File: config.mk
export PLATFORM = sky130hd
export DESIGN_NAME = pipe_reg_chain
export DESIGN_NICKNAME = d
export VERILOG_FILES = /design/src/rtl/pipe_reg_chain.sv
export SDC_FILE = /design/constraint.sdc
export NUM_CORES = 1
export LEC_CHECK = 0
export CORE_MARGIN = 1.5
export CORE_UTILIZATION = 51
export CTS_BUF_LIST = sky130_fd_sc_hd__clkbuf_4 sky130_fd_sc_hd__clkbuf_8
export DETAILED_ROUTE_END_ITERATION = 6
export PLACE_DENSITY = 0.94
export SLEW_MARGIN = 25
export SYNTH_ARGS = -nofsm -noshare
export SYNTH_HDL_FRONTEND = slang
export SYNTH_SLANG_ARGS = --single-unit
File: constraint.sdc
create_clock -name clk -period 2.3 [get_ports clk]
set_input_delay 0.23 -clock clk [delete_from_list [all_inputs] [get_ports clk]]
set_output_delay 0.23 -clock clk [all_outputs]
set_load 0.005 [all_outputs]
File: src/rtl/pipe_reg_chain.sv
// Elastic pipeline register: DEPTH valid/ready stages of WIDTH bits that collapse bubbles.
// Define PIPE_REG_CHAIN_OCC_EN to add the registered occupancy output occ.
module pipe_reg_chain #(
  parameter int               WIDTH   = 32,
  parameter int               DEPTH   = 2,
  parameter logic [WIDTH-1:0] RST_VAL = '0
) (
`ifdef PIPE_REG_CHAIN_OCC_EN
  output logic [$clog2(DEPTH+1)-1:0] occ,
`endif
  input  logic             clk,
  input  logic             rst,
  input  logic             flush,
  input  logic             in_valid,
  output logic             in_ready,
  input  logic [WIDTH-1:0] in_data,
  output logic             out_valid,
  input  logic             out_ready,
  output logic [WIDTH-1:0] out_data
);

  if (DEPTH < 1) begin : g_depth_check
    $error("pipe_reg_chain: DEPTH must be at least 1");
  end

  // Handshake: a word moves across a boundary on a rising edge where valid and
  // ready are both 1. in_ready never looks at in_valid; out_valid and out_data
  // hold steady until out_ready takes them.
  logic             r_valid [DEPTH];
  logic [WIDTH-1:0] r_data  [DEPTH];
  logic             w_adv   [DEPTH];
  logic             w_src_valid [DEPTH];
  logic [WIDTH-1:0] w_src_data  [DEPTH];
  logic             w_push;
  logic             w_acc;

  // A stage may load when it is empty or when everything downstream moves.
  always_comb begin
    w_acc = out_ready;
    for (int i = DEPTH - 1; i >= 0; i--) begin
      w_acc    = w_acc | ~r_valid[i];
      w_adv[i] = w_acc;
    end
  end

  assign in_ready = w_adv[0] & ~flush;
  assign w_push   = in_valid & in_ready;

  assign w_src_valid[0] = w_push;
  assign w_src_data[0]  = in_data;
  for (genvar gi = 1; gi < DEPTH; gi++) begin : g_src
    assign w_src_valid[gi] = r_valid[gi-1];
    assign w_src_data[gi]  = r_data[gi-1];
  end

  always_ff @(posedge clk or posedge rst) begin
    if (rst) begin
      for (int i = 0; i < DEPTH; i++) begin
        r_valid[i] <= 1'b0;
        r_data[i]  <= RST_VAL;
      end
    end else if (flush) begin
      for (int i = 0; i < DEPTH; i++) r_valid[i] <= 1'b0;
    end else begin
      for (int i = 0; i < DEPTH; i++) begin
        if (w_adv[i]) begin
          r_valid[i] <= w_src_valid[i];
          // Empty sources leave the old payload in place so no X ever flows.
          if (w_src_valid[i]) r_data[i] <= w_src_data[i];
        end
      end
    end
  end

  assign out_valid = r_valid[DEPTH-1];
  assign out_data  = r_data[DEPTH-1];

`ifdef PIPE_REG_CHAIN_OCC_EN
  localparam int OCC_W = $clog2(DEPTH + 1);
  logic [OCC_W-1:0] r_occ;
  logic             w_pop;
  logic [DEPTH-1:0] w_valid_vec;

  assign w_pop = r_valid[DEPTH-1] & out_ready;

  always_ff @(posedge clk or posedge rst) begin
    if (rst) begin
      r_occ <= '0;
    end else if (flush) begin
      r_occ <= '0;
    end else if (w_push & ~w_pop) begin
      r_occ <= r_occ + OCC_W'(1);
    end else if (~w_push & w_pop) begin
      r_occ <= r_occ - OCC_W'(1);
    end
  end

  assign occ = r_occ;

  for (genvar gv = 0; gv < DEPTH; gv++) begin : g_vvec
    assign w_valid_vec[gv] = r_valid[gv];
  end

`ifndef SYNTHESIS
  a_occ_matches_valid: assert property (@(posedge clk) disable iff (rst)
    r_occ == OCC_W'($countones(w_valid_vec)));
`endif
`endif

endmodule
==> metrics.md <==
| Metric | Value |
|---|---|
| WP data arrival | `1.68 ns` |
| # diodes | `0` |
| CP max stage cell | `clkdlybuf4s50_1` |
| CP max FO | `3` |
| Clock root buffer | `clkbuf_8` |
| Top Family by Delay on Critical Path | `buffers and inverters` |
| Reg2Reg Setup Slack | `0.53 ns` |
| Distinct cells, synth | `13` |
| Global Route Usage Sum | `17.2%` |
| Layout cell share with drive strength beyond 1 | `37.6%` |
| Vias in the first global route | `1601` |
| Count of hold-fix buffers inserted at cts | `0` |
| DR vias | `1465` |
| Avg Cell Area, Syn | `16.0 sq um` |
| P_sw | `0.762 mW` |
| Synth Register Bits | `66` |
| Post-DR wirelength/cell | `15.6 um` |
| Post-route clock period utilization | `83.0%` |
| Clock tree from TritonCTS | `built` |
| Die X | `78.0 um` |
| Outcome | `complete, no violations` |
| DR vias/cell | `4.87` |
| Max incr delay on CP | `0.54 ns` |
| Die height | `78.0 um` |
| Most frequent cells in the layout | `70 x clkdlybuf4s50_1, 66 x dfrtp_1, 34 x mux2_2` |
| Routability congestion estimate | `0.704` |
| Drt drc | `0` |
| CP Class | `register to output pin` |
| Pint | `2.66 mW` |
| Htree depth | `3` |
| First-pass GRT wire length | `7730 um` |
| Total Power | `3.42 mW` |
| Clock network power share | `31.1%` |
| Worst-path clk slew | `0.07 ns` |
| Setup crit end | `in_ready` |
| Starting density of the core | `52.5%` |
| Max-slew violation count | `0` |
| Inserted Clock Buffers | `9` |
| Initial DRC Count | `51` |
| Post-Route WL | `4690 um` |
| Unrepaired setup endpoints after global routing | `no` |
| Grt ovf | `0` |
| R2R depth | `4` |
| Cell Area, Synth | `2870 sq um` |
| Resized Gates After CTS | `0` |
| Crit path depth | `3` |
| Port buffer count | `70` |
| Clock Latency Late Sink | `0.34 ns` |
| CORE AREA | `5470 sq um` |
| CP Launch Point | `r_valid[1]` |
| Fin. Hold Viols | `0` |
| Seq/Total Area, Yosys | `57.5%` |
| DRT antenna net count | `0` |
| Initial antenna violation count | `0` |
| Pre-antenna DRT Iters | `3` |
| PD cells | `944 nW/um^2` |
| Postcts setup bufs | `0` |
| Setup violations, final | `0` |
| Syn_nets | `216` |
| Static Leak | `1.63 nW` |
| Maximum vdd drop | `0.488 mV` |
| Max transition margin | `77.6%` |
| Num ports | `71` |
| RR Startpoint | `r_valid[1]` |
| Type of origin of the critical path | `register` |
| Clock Tree Buf Depth | `2` |
| Post-DP HPWL | `3200 um` |
| Synth warn | `0` |
| CP endpoint kind | `output pin` |
| Switching Fraction | `22.3%` |
| CP Cell Sequence | `and3b_1 -> nor2_1 -> clkdlybuf4s50_1` |
| Combinational share of power | `23.4%` |
| Fmax | `524 MHz` |
| # clock sinks | `66` |
| CP Buf/Inv Count | `1` |
| Largest net degree at the start of global routing | `67` |
| Crit path time final | `1.91 ns` |
| TNS Setup | `0 ns` |
| Core Util, Final | `66.2%` |
| WP data required | `2.07 ns` |
| Row cnt | `27` |
| HP Class | `primary input to async pin` |
| Syn Inst Count | `179` |
| Die area | `6090 sq um` |
| Slew @ Worst Pin | `0.336 ns` |
| Seq pwr share | `45.5%` |
| Commonest non-fill, non-tap cell in the layout | `clkdlybuf4s50_1` |
| Final net count | `261` |
| Layout area overhead | `26.2%` |
| Max capacitance violation total | `0` |
| Clock Skew | `0.0118 ns` |
| Reg-to-Reg End | `r_data[32]` |
## kinds of logic after synthesis
| logic type | Yosys count | share of synthesized area [%] |
|---|---|---|
| multiplexers | 64 | 29.0 |
| AND/OR/NAND/NOR | 9 | 1.96 |
| buffers and inverters | 40 | 11.5 |
| flip-flops | 66 | 57.5 |
## per-stage QoR
stage	instances	worst slack (ns)	area, sq um	hold WS, ns
2_1_floorplan	179	0.415	2870	0.296
3_3_place_gp	285	0.281	3400	0.482
3_5_place_dp	285	0.249	3400	0.490
4_1_cts	301	0.354	3620	0.286
5_1_grt	301	0.308	3620	0.306
6_report	301	0.391	3620	0.280
## registers in the layout (all words and copies together), names as in the netlist
name / count
out_data: 32
r_valid: 1
r_data: 32
out_valid: 1
## cells in the mapped netlist
cell / n / share of area [%]
buf_12: 3 / 2.1
buf_4: 32 / 8.4
nor3b_2: 1 / 0.44
or3b_1: 1 / 0.31
dfrtp_1: 66 / 58
buf_2: 3 / 0.52
mux2_4: 30 / 16
and3b_1: 1 / 0.31
inv_1: 1 / 0.13
buf_6: 1 / 0.39
nor2_1: 5 / 0.65
mux2_2: 34 / 13
and2b_1: 1 / 0.26
## power groups by stage
| stage | sequential [mW] | clock, mW | combinational, mW |
|---|---|---|---|
| floorplan | 1.53 | 0 | 0.605 |
| global placement | 1.56 | 0 | 0.786 |
| detailed placement | 1.58 | 0 | 0.815 |
| CTS | 1.56 | 1.09 | 0.817 |
| global route | 1.59 | 1.15 | 0.858 |
| finish | 1.56 | 1.06 | 0.801 |
## worst register-to-register path, cell delays in order (launching register included)
cell	delay (ns)
dfrtp_1	0.40
and3b_1	0.21
or3b_2	0.49
buf_12	0.21
mux2_4	0.34
## how the worst min path moves through the flow
stage	start	to	slack, ns	cells past startpoint
2_1_floorplan	flush	out_valid	0.30	1
3_3_place_gp	r_data[60]	out_data[28]	0.48	1
3_5_place_dp	r_data[58]	r_data[58]	0.49	1
4_1_cts	rst	r_data[58]	0.29	3
5_1_grt	rst	r_data[58]	0.31	3
6_report	rst	r_data[58]	0.28	3
## area by class of cell
class,instances,area (sq um)
Sequential cell,66,1650
Multi-Input combinational cell,73,896
Clock buffer,11,145
Timing Repair Buffer,73,761
Tap cell,72,90.1
Clock inverter,5,77.6
Fill cell,403,1850
Inverter,1,3.75
## per-layer routing
layer  GRT usage, %  vias up  share of wire [%]
li1               -      666                  -
met1           20.1      744                 40
met2           28.4       43                 53
met3           6.05       12                5.1
met4           8.21        0                2.0
met5              0        -                  0
No activity file was read; power rests on OpenSTA's default activity.
